`src/rtl/axa_mul_arbiter_pkg.sv`:
```
// Shared definitions for the AxA multiplier arbiter: FSM encoding,
// operand/result widths and the IEEE-754 field offsets inside the packed buses.
package axa_mul_arbiter_pkg;

  // Bus widths: eight single-precision operands in, four results out.
  localparam int FP_W = 32;
  localparam int AB_W = 8 * FP_W;
  localparam int C_W  = 4 * FP_W;

  // Operand bus {A11,A12,A21,A22,B11,B12,B21,B22}, A11 in the top word.
  localparam int A11_LSB = 224;
  localparam int A12_LSB = 192;
  localparam int A21_LSB = 160;
  localparam int A22_LSB = 128;
  localparam int B11_LSB = 96;
  localparam int B12_LSB = 64;
  localparam int B21_LSB = 32;
  localparam int B22_LSB = 0;

  // Result bus {C11,C12,C21,C22}, C11 in the top word.
  localparam int C11_LSB = 96;
  localparam int C12_LSB = 64;
  localparam int C21_LSB = 32;
  localparam int C22_LSB = 0;

  // Arbiter FSM states.
  typedef enum logic [1:0] {
    ST_IDLE    = 2'd0,
    ST_ISSUE   = 2'd1,
    ST_DELIVER = 2'd2
  } state_e;

  // Result bus seen by a requester: forced to zero unless it is the one being served.
  function automatic logic [C_W-1:0] gate_c(input logic en, input logic [C_W-1:0] c);
    return en ? c : '0;
  endfunction

endpackage

```
`src/rtl/axa_mul_arbiter_rr_picker.sv`:
```
// Combinational two-way round-robin picker. With both requesters asking, the one
// that was not served last wins; with a single requester, that requester wins.
module axa_mul_arbiter_rr_picker (
  input  logic [1:0] req_i,
  input  logic       rr_last_i,
  output logic       gnt_valid_o,
  output logic       gnt_idx_o
);

  // Pick the winner from the request pair and the last-served index.
  always_comb begin
    // NOTE: every output of a combinational block gets a value on every path, otherwise a latch is inferred.
    gnt_valid_o = |req_i;
    gnt_idx_o   = 1'b0;
    if (req_i == 2'b11) begin
      gnt_idx_o = ~rr_last_i;
    end else begin
      gnt_idx_o = req_i[1];
    end
  end

endmodule

```
`src/rtl/axa_mul_arbiter.sv`:
```
// Shares a single 2x2 single-precision matrix multiplier between two requesters.
// Operands are latched on grant so the requester is released after AB_Ack; the
// multiplier Stable/C_Ack handshake is sequenced here, a watchdog aborts a stuck
// job, and the result (or an error) is handed back to the requester that won.
module axa_mul_arbiter
  import axa_mul_arbiter_pkg::*;
#(
  parameter int TIMEOUT_CYCLES = 1024,  // 0 disables the watchdog
  parameter int CNT_W          = 11     // 2**CNT_W must exceed TIMEOUT_CYCLES
) (
  input  logic         input_Clk,
  input  logic         input_Reset,

  input  logic         input_R0_Stable,
  input  logic [255:0] input_R0_AB,
  input  logic         input_R0_C_Ack,
  output logic         output_R0_AB_Ack,
  output logic         output_R0_Stable,
  output logic         output_R0_Err,
  output logic [127:0] output_R0_C,

  input  logic         input_R1_Stable,
  input  logic [255:0] input_R1_AB,
  input  logic         input_R1_C_Ack,
  output logic         output_R1_AB_Ack,
  output logic         output_R1_Stable,
  output logic         output_R1_Err,
  output logic [127:0] output_R1_C,

  output logic         output_Mul_Stable,
  output logic         output_Mul_C_Ack,
  output logic [255:0] output_Mul_AB,
  input  logic         input_Mul_Stable,
  input  logic [127:0] input_Mul_C,

  output logic         output_Busy
);

  // Last watchdog value before an abort; ISSUE lasts at most TIMEOUT_CYCLES cycles.
  localparam logic [CNT_W-1:0] WD_LAST =
    CNT_W'((TIMEOUT_CYCLES == 0) ? 0 : TIMEOUT_CYCLES - 1);

  state_e            state_q, state_d;
  logic              grant_q;    // requester currently owning the multiplier
  logic              rr_last_q;  // requester served most recently
  logic [AB_W-1:0]   ab_q;
  logic [C_W-1:0]    c_q;
  logic              err_q;
  logic [CNT_W-1:0]  wd_q;
  logic [1:0]        ab_ack_q;
  logic              c_ack_q;

  logic              gnt_valid;
  logic              gnt_idx;
  logic              grant_go;
  logic              mul_done;
  logic              wd_expire;
  logic              c_ack_sel;
  logic              deliver_done;
  logic              dlv0;
  logic              dlv1;

  axa_mul_arbiter_rr_picker u_picker (
    .req_i       ({input_R1_Stable, input_R0_Stable}),
    .rr_last_i   (rr_last_q),
    .gnt_valid_o (gnt_valid),
    .gnt_idx_o   (gnt_idx)
  );

  // A grant needs a requester and a drained multiplier (its Stable low again).
  assign grant_go     = (state_q == ST_IDLE) && gnt_valid && !input_Mul_Stable;
  assign mul_done     = (state_q == ST_ISSUE) && input_Mul_Stable;
  // A result arriving on the last watchdog cycle wins over the abort.
  assign wd_expire    = (TIMEOUT_CYCLES != 0) && (state_q == ST_ISSUE) &&
                        !input_Mul_Stable && (wd_q == WD_LAST);
  // Only the granted requester's C_Ack can close a delivery.
  assign c_ack_sel    = grant_q ? input_R1_C_Ack : input_R0_C_Ack;
  assign deliver_done = (state_q == ST_DELIVER) && c_ack_sel;

  // State register.
  always_ff @(posedge input_Clk or negedge input_Reset) begin
    // NOTE: clocked state uses non-blocking assignments so every register samples pre-edge values.
    if (!input_Reset) begin
      state_q <= ST_IDLE;
    end else begin
      state_q <= state_d;
    end
  end

  // Next-state logic.
  always_comb begin
    state_d = state_q;
    unique case (state_q)
      ST_IDLE:    if (grant_go)               state_d = ST_ISSUE;
      ST_ISSUE:   if (mul_done || wd_expire)  state_d = ST_DELIVER;
      ST_DELIVER: if (deliver_done)           state_d = ST_IDLE;
      default:                                state_d = ST_IDLE;
    endcase
  end

  // Grant bookkeeping and operand capture on the grant edge.
  always_ff @(posedge input_Clk or negedge input_Reset) begin
    // NOTE: the wide operand/result registers are reset too, because they drive ports that must read zero after reset.
    if (!input_Reset) begin
      grant_q   <= 1'b0;
      rr_last_q <= 1'b1;
      ab_q      <= '0;
    end else begin
      if (grant_go) begin
        grant_q <= gnt_idx;
        ab_q    <= gnt_idx ? input_R1_AB : input_R0_AB;
      end
      if (deliver_done) begin
        rr_last_q <= grant_q;
      end
    end
  end

  // Watchdog: counts ISSUE cycles without a multiplier result.
  always_ff @(posedge input_Clk or negedge input_Reset) begin
    if (!input_Reset) begin
      wd_q <= '0;
    end else if (grant_go) begin
      wd_q <= '0;
    end else if ((state_q == ST_ISSUE) && !input_Mul_Stable && !wd_expire) begin
      wd_q <= wd_q + CNT_W'(1);
    end
  end

  // Result and error registers: loaded on completion or abort, error cleared on consume.
  always_ff @(posedge input_Clk or negedge input_Reset) begin
    if (!input_Reset) begin
      c_q   <= '0;
      err_q <= 1'b0;
    end else if (mul_done) begin
      c_q   <= input_Mul_C;
      err_q <= 1'b0;
    end else if (wd_expire) begin
      c_q   <= '0;
      err_q <= 1'b1;
    end else if (deliver_done) begin
      err_q <= 1'b0;
    end
  end

  // Single-cycle handshake pulses: AB_Ack after grant, Mul_C_Ack after result or abort.
  always_ff @(posedge input_Clk or negedge input_Reset) begin
    if (!input_Reset) begin
      ab_ack_q <= 2'b00;
      c_ack_q  <= 1'b0;
    end else begin
      ab_ack_q <= grant_go ? {gnt_idx, ~gnt_idx} : 2'b00;
      c_ack_q  <= mul_done | wd_expire;
    end
  end

  // Output decode: every port is a function of registered state only.
  always_comb begin
    dlv0              = (state_q == ST_DELIVER) && !grant_q;
    dlv1              = (state_q == ST_DELIVER) &&  grant_q;

    output_R0_AB_Ack  = ab_ack_q[0];
    output_R0_Stable  = dlv0;
    output_R0_Err     = dlv0 & err_q;
    output_R0_C       = gate_c(dlv0, c_q);

    output_R1_AB_Ack  = ab_ack_q[1];
    output_R1_Stable  = dlv1;
    output_R1_Err     = dlv1 & err_q;
    output_R1_C       = gate_c(dlv1, c_q);

    output_Mul_Stable = (state_q == ST_ISSUE);
    output_Mul_C_Ack  = c_ack_q;
    output_Mul_AB     = ab_q;
    output_Busy       = (state_q != ST_IDLE);
  end

endmodule

```
`config.mk`:
```
export PLATFORM = sky130hd
export DESIGN_NAME = axa_mul_arbiter
export DESIGN_NICKNAME = d
export VERILOG_FILES = /design/src/rtl/axa_mul_arbiter_pkg.sv /design/src/rtl/axa_mul_arbiter_rr_picker.sv /design/src/rtl/axa_mul_arbiter.sv
export SDC_FILE = /design/constraint.sdc
export NUM_CORES = 1
export LEC_CHECK = 0
export BUFFER_PORTS_ARGS = -buffer_cell sky130_fd_sc_hd__buf_2
export CAP_MARGIN = 20
export CORE_AREA = 2 2 460 462
export DETAILED_ROUTE_END_ITERATION = 8
export DIE_AREA = 0 0 462 464
export PLACE_DENSITY = 0.3
export SYNTH_ARGS = -nofsm -noshare
export SYNTH_HDL_FRONTEND = slang
export SYNTH_SLANG_ARGS = --single-unit
```
`constraint.sdc`:
```
create_clock -name input_Clk -period 2.5 [get_ports input_Clk]
set_clock_uncertainty 0.1 [all_clocks]
set_input_delay 0.375 -clock input_Clk [delete_from_list [all_inputs] [get_ports input_Clk]]
set_output_delay 0.375 -clock input_Clk [all_outputs]
set_load 0.005 [all_outputs]
```
==> flow_metrics.tcl, run 1 <==
set metrics [dict create \
    run_status "finished, violations left" \
    violations "setup timing" \
    io_buffer_count 1167 \
    fin_nets 4031 \
    overflow 0 \
    drv_cap 0 \
    final_antenna_net_count 0 \
    synth_edf_count 0 \
    peakVddDrop_v 0.000524 \
    power_density_nw_per_um2 1010 \
    syn_area_um2 18100 \
    critPathLaunchType "register" \
    relSlewSlack_pct 64.1 \
    p_switching_w 0.0151 \
    async_flop_share_pct 100 \
    power.share.sequential_pct 32.1 \
    leakagePower_nw 19.7 \
    pwr-share-clk_pct 22.2 \
    std_cell_rows 168 \
    regArea_um2 10100 \
    syn-num-nets 2179 \
    holdPathStages 3 \
    drv_slew 0 \
    rsz0062_at_grt "true" \
    finalCriticalPeriod_ns 2.59 \
    layoutNonFillerInstCount 6242 \
    grt_pass1_vias 22900 \
    dpl.hpwl_mm 103 \
    p_sw_share_pct 39.2 \
    die-area_um2 214000 \
    worstReg2RegEnd "output_Mul_AB[210]" \
    track_usage_pct 11.8 \
    cp_slowest_cell "dfrtp_2" \
    grt_max_degree 103 \
    clock_latency_ns 0.67 \
    vias_per_cell 3.35 \
    synth_cells 1531 \
    timing.fmax_ghz 0.385 \
    p_int_w 0.0235 \
    dp_cells 5449 \
    cts_tree "built" \
    numCtsBuffers 57 \
    yosysSeqAreaShare_pct 55.6 \
    htree_levels 2 \
    ff2ff_path_depth 8 \
    path_cells "buf_6, nor2b_4, buf_12, buf_12, buf_8, and3_1, buf_2" \
    post_drt_wl_per_cell_um 21.9 \
    mostFrequentLayoutCells "1059 x buf_2, 645 x dlygate4sd3_1, 399 x dfrtp_1, 384 x a22o_1, 257 x a21o_1" \
    coreArea_um2 209000 \
    fp.dieW_um 462 \
    drc 0 \
    grt_first_pass_wirelength_mm 179 \
    die_y_um 464 \
    setup_viol 131 \
    cpMostUsedCell "buf_12" \
    drt-pass1-iter-count 5 \
    drtIter0Drc 973 \
    layout_commonest_cell "buf_2" \
    area_growth_pct 111 \
    multiInputGateArea_um2 7780 \
    cp_max_fo 12 \
    ys_warn_count 0 \
    hold_viol_final 0 \
    vias 20900 \
    drive_gt1_share_pct 44.6 \
    rrSetupSlack_ns 0.10 \
    slowest_delay_ns 0.40 \
    syn_area_per_cell_um2 11.9 \
    routabilityCongestion 0.827 \
    ctsRootBufferMaster "clkbuf_16" \
    start_util_pct 8.68 \
    required_ns 2.03 \
    reg2reg_from "state_q[0]" \
    cp-end-kind "primary output" \
    synth_seq_cells 403 \
    synthFlopType "dfrtp_1" \
    antenna_found_initial 11 \
    clockBufferDepth 3 \
    nFillCells 23300 \
    holdPathEnd "state_q[0]" \
    cts_sinks 403 \
    hold_class "in2reg" \
    clkTransAtPathRegs_ns 0.05 \
    fin_hold_ws_ns 0.113 \
    post-route-period-util_pct 104 \
    worst_slack_ns -0.0946 \
    ys_types 44 \
    worst_pin_slew_ns 0.539 \
    min_from "input_R1_Stable" \
    path_class "reg2out" \
    p_comb_share_pct 45.6 \
    finalWirelength_mm 137 \
    worst_ep_arrival_time_ns 2.12 \
    design.portCount 1168 \
]
[layout make-up]
class / instances / area share, %
timing repair buffer: 1953 / 38.9
sequential: 403 / 26.4
multi-input combinational: 964 / 20.4
tap: 2805 / 9.19
clock buffer: 79 / 4.29
clock inverter: 26 / 0.776
antenna: 8 / 0.0524
inverter: 4 / 0.0393
[registers in the layout, indices dropped and copies added (netlist names)]
name / count
output_Mul_AB: 256
c_q: 128
wd_q: 11
ab_ack_q: 2
state_q: 2
err_q: 1
grant_q: 1
output_Mul_C_Ack: 1
rr_last_q: 1
[stage by stage]
stage               area [um2]  utilization, %  power, W  worst slack [ns]  TNS [ns]
finish                   38200            18.3    0.0386           -0.0946     -3.44
global route             38200            18.3    0.0411            -0.210    -35.12
CTS                      37000            17.7    0.0384            -0.224    -34.91
detailed placement       28000            13.4    0.0278             0.159         0
global placement         28000            13.4    0.0279             0.247         0
floorplan                18100               -    0.0185             0.568         0
[per-layer routing]
metal | vias up | track usage [%] | wire length (um)
met2 | 979 | 20.3 | 66400
met5 | - | 0 | 0
met1 | 10300 | 13.4 | 53900
met3 | 144 | 3.84 | 11300
met4 | 0 | 4.50 | 4910
li1 | 9479 | - | -
[cell families (layout without fill, tap and decap cells)]
| logic type | after synthesis | in the layout | share of synthesized area [%] |
|---|---|---|---|
| compound gates | 666 | 666 | 30.2 |
| xor+xnor | 2 | 2 | 0.0965 |
| fa+ha+maj | 1 | 1 | 0.0689 |
| buf+inv | 164 | 2062 | 3.90 |
| flops | 403 | 403 | 55.6 |
| mux | 1 | 1 | 0.0620 |
| other cells | 0 | 8 | 0 |
| simple gates | 294 | 294 | 10.1 |
[power by group through the flow]
stage	combinational, W	clock, W	sequential, W
after CTS	0.0170	0.00901	0.0124
after global routing	0.0191	0.00924	0.0128
after global placement	0.0154	0	0.0124
final	0.0176	0.00859	0.0124
after detailed placement	0.0154	0	0.0124
after floorplan	0.00710	0	0.0114
[critical path, delay by kind of cell (launching register included)]
| kind | cells | cell delay, ns |
|---|---|---|
| buffers and inverters | 5 | 0.69 |
| flip-flops | 1 | 0.40 |
| AND/OR/NAND/NOR | 2 | 0.31 |
[cell usage after synthesis, types with 3 or more instances]
cell type	instances	area, um2
a21oi_1	5	25.0
clkbuf_1	91	342
nand3_1	4	20.0
buf_2	43	215
nand2_1	6	22.5
and2_1	130	813
inv_1	4	15.0
a22o_1	384	3360
a21o_1	257	1930
buf_1	15	56.3
o21ai_0	5	25.0
o211ai_1	3	22.5
buf_4	10	75.1
nor2_1	6	22.5
dfrtp_1	402	10100
and3_1	131	820
[worst max-delay path by stage]
stage	startpoint	end	slack [ns]	depth (start not counted)
after global placement	input_Mul_Stable	output_Mul_AB[245]	0.25	7
final	state_q[0]	output_R1_C[107]	-0.09	7
after floorplan	wd_q[0]	c_q[100]	0.57	7
after CTS	state_q[0]	output_R1_Err	-0.22	6
after detailed placement	input_Mul_Stable	output_Mul_AB[171]	0.16	7
after global routing	state_q[0]	output_R0_C[123]	-0.21	7
[repair_timing]
action | in CTS | in global routing
setup endpoints to repair | 259 | 416
hold buffers | 645 | 0
hold endpoints to repair | 574 | 0
pin swaps | 7 | 2
gates resized for setup | 75 | 199
setup buffers | 12 | 8
gates cloned | 5 | 14
No activity file was read; power rests on OpenSTA's default activity.
==> run 2: changes to the inputs <==
BUFFER_PORTS_ARGS = default   (was -buffer_cell sky130_fd_sc_hd__buf_2)
CORE_AREA = 2 2 452 454   (was 2 2 460 462)
DIE_AREA = 0 0 454 456   (was 0 0 462 464)
DONT_BUFFER_PORTS = 1   (was default)
==> run 2 against run 1 <==
  * The run ends with hold timing, slew limit left
  * Largest cell class is now flip-flops and latches
  * Via count is 20% lower
  * Count of clock-buffer cells in the layout is 2 lower
  * Fmax is 6.0% higher
  * Flip-flop and latch count stayed put
  * Register-to-register slack better by 0.06 ns
  * Final area is 19% lower
  * Sequential share of layout area is 6.3 points higher
  * Final cell count is 22% lower
  * Critical endpoint is now output_R0_C[65]
  * Setup slack better by 0.15 ns
  * Combinational power is 36% lower
  * Die area is 3.4% lower
==> flow_metrics.tcl, run 2 (synthesis results as in run 1) <==
set metrics [dict create \
    die-area_um2 207000 \
    grt_max_degree 404 \
    drc 0 \
    track_usage_pct 10.2 \
    place_area_um2 21700 \
    crit_buf_inv 3 \
    clock_latency_ns 0.65 \
    fin_nets 2825 \
    clkTransAtPathRegs_ns 0.06 \
    area_growth_pct 70.1 \
    cp-end-kind "primary output" \
    drive_gt1_share_pct 13.2 \
    coreArea_um2 202000 \
    peakVddDrop_v 0.000530 \
    worst_ep_arrival_time_ns 1.97 \
    cp_top_family "simple AND/OR/NAND/NOR gates" \
    clockBufferDepth 3 \
    rrSetupSlack_ns 0.16 \
    fin_setup_tns_ns 0 \
    drv_slew 177 \
    cpMostUsedCell "buf_12" \
    dp_cells 4113 \
    post-route-period-util_pct 97.9 \
    critPathLaunchType "register" \
    antenna_found_initial 18 \
    fin_area_um2 30900 \
    ctsRootBufferMaster "clkbuf_16" \
    path_cells "nand2b_4, nor2_4, buf_12, buf_12, buf_8, and2_4" \
    grt_first_pass_wirelength_mm 151 \
    drtIter0Drc 1173 \
    power_density_nw_per_um2 1100 \
    cts_tree "built" \
    cp_max_fo 7 \
    fp.dieW_um 454 \
    numCtsBuffers 52 \
    largest_register_ffs 256 \
    relSlewSlack_pct -49.4 \
    start_util_pct 9.00 \
    hold_viol_final 403 \
    fin_hold_ws_ns -0.682 \
    timing.fmax_ghz 0.409 \
    layoutNonFillerInstCount 4899 \
    vias_per_cell 3.42 \
    utilization_pct 15.3 \
    dpl.hpwl_mm 84.0 \
    ctsHoldBuffers 647 \
    overflow 0 \
    grt_pass1_vias 18100 \
    finalCriticalPeriod_ns 2.45 \
    grtUsageMet3_pct 2.88 \
    cp_slowest_cell "dfrtp_2" \
    finalWirelength_mm 114 \
    cts_sinks 403 \
    grt.met1_usage_pct 11.6 \
    mostFrequentLayoutCells "646 x dlygate4sd3_1, 399 x dfrtp_1, 384 x a22o_1, 257 x a21o_1, 124 x and3_1" \
    final_antenna_net_count 0 \
    use_met2_pct 17.8 \
    hold_class "in2async" \
    layout_commonest_cell "dlygate4sd3_1" \
    std_cell_rows 165 \
    drv_cap 0 \
    path_class "reg2out" \
    rsz0062_at_grt "true" \
    drt-pass1-iter-count 4 \
    routabilityCongestion 0.872 \
    vias 16800 \
    leakagePower_nw 14.3 \
    slowest_delay_ns 0.40 \
    required_ns 2.03 \
    run_status "finished, violations left" \
    violations "hold timing, slew limit" \
    setup_viol 0 \
    worst_pin_slew_ns 2.24 \
    design.portCount 1168 \
    post_drt_wl_per_cell_um 23.3 \
    io_buffer_count 0 \
    htree_levels 2 \
    busiest_layer "met2" \
    die_y_um 456 \
]
-- run 2: cell types whose count changed in the layout (fill, tap and decap cells not counted), sizes merged --
cell,before,now
clkinvlp,2,1
buf,1298,100
dlygate4sd3,645,646
clkbuf,89,82
dlymetal6s4s,0,1
clkinv,18,12
diode,8,10
bufinv,4,2
-- run 2: final cells by class --
type	instances	area (um2)
clock buffer	77	1570
inverter	4	15.0
tap	2672	3340
clock inverter	17	171
timing repair buffer	752	8000
multi-input combinational	964	7640
antenna	10	25.0
sequential	403	10100
fill	22500	171000
-- run 2: metal layers --
metal  wire length [um]  share of wire [%]
met5                 13              0.011
met4               4980                4.4
met3               8710                7.6
met2              57300                 50
met1              43000                 38
-- run 2: repair_timing --
item,in CTS,in global routing
hold endpoints to repair,804,403
endpoints found under the setup margin,208,270
setup buffers,17,3
cloned,11,7
pin swaps,5,6
resized for setup,67,57
-- run 2: per-stage QoR --
stage | setup slack [ns] | hold WS, ns | power, W
2_1_floorplan | 0.568 | -0.0206 | 0.0185
3_3_place_gp | 0.296 | -0.00263 | 0.0242
3_5_place_dp | 0.247 | -0.00900 | 0.0242
4_1_cts | -0.102 | -0.758 | 0.0343
5_1_grt | -0.0763 | -0.747 | 0.0360
6_report | 0.0524 | -0.682 | 0.0341
-- run 2: worst register-to-register path, cell delays in order, from the launching register on --
cell and delay (ns):
dfrtp_2 0.40, buf_4 0.14, buf_4 0.14, nor3_2 0.30, o21ai_4 0.14, a21oi_4 0.16, buf_12 0.26, buf_4 0.44
a21o_1 0.19
-- run 2: final timing paths --
kind	from	endpoint	depth (start not counted)
max in group asynchronous	input_Reset	output_Mul_AB[66]	0
worst max register to register	state_q[0]	output_Mul_AB[44]	8
worst min-delay path	input_Reset	c_q[15]	0
min in group input_Clk	input_R0_Stable	ab_ack_q[0]	3
worst max-delay path	state_q[0]	output_R0_C[65]	6
worst min register to register	wd_q[10]	wd_q[10]	2
-- run 2: where the power goes --
| part | switching (W) | internal, W | leakage, nW |
|---|---|---|---|
| clock network | 0.00332 | 0.00454 | 0.867 |
| registers | 0.00524 | 0.00960 | 4.98 |
| logic | 0.00499 | 0.00636 | 8.45 |
| total | 0.0136 | 0.0205 | 14.3 |
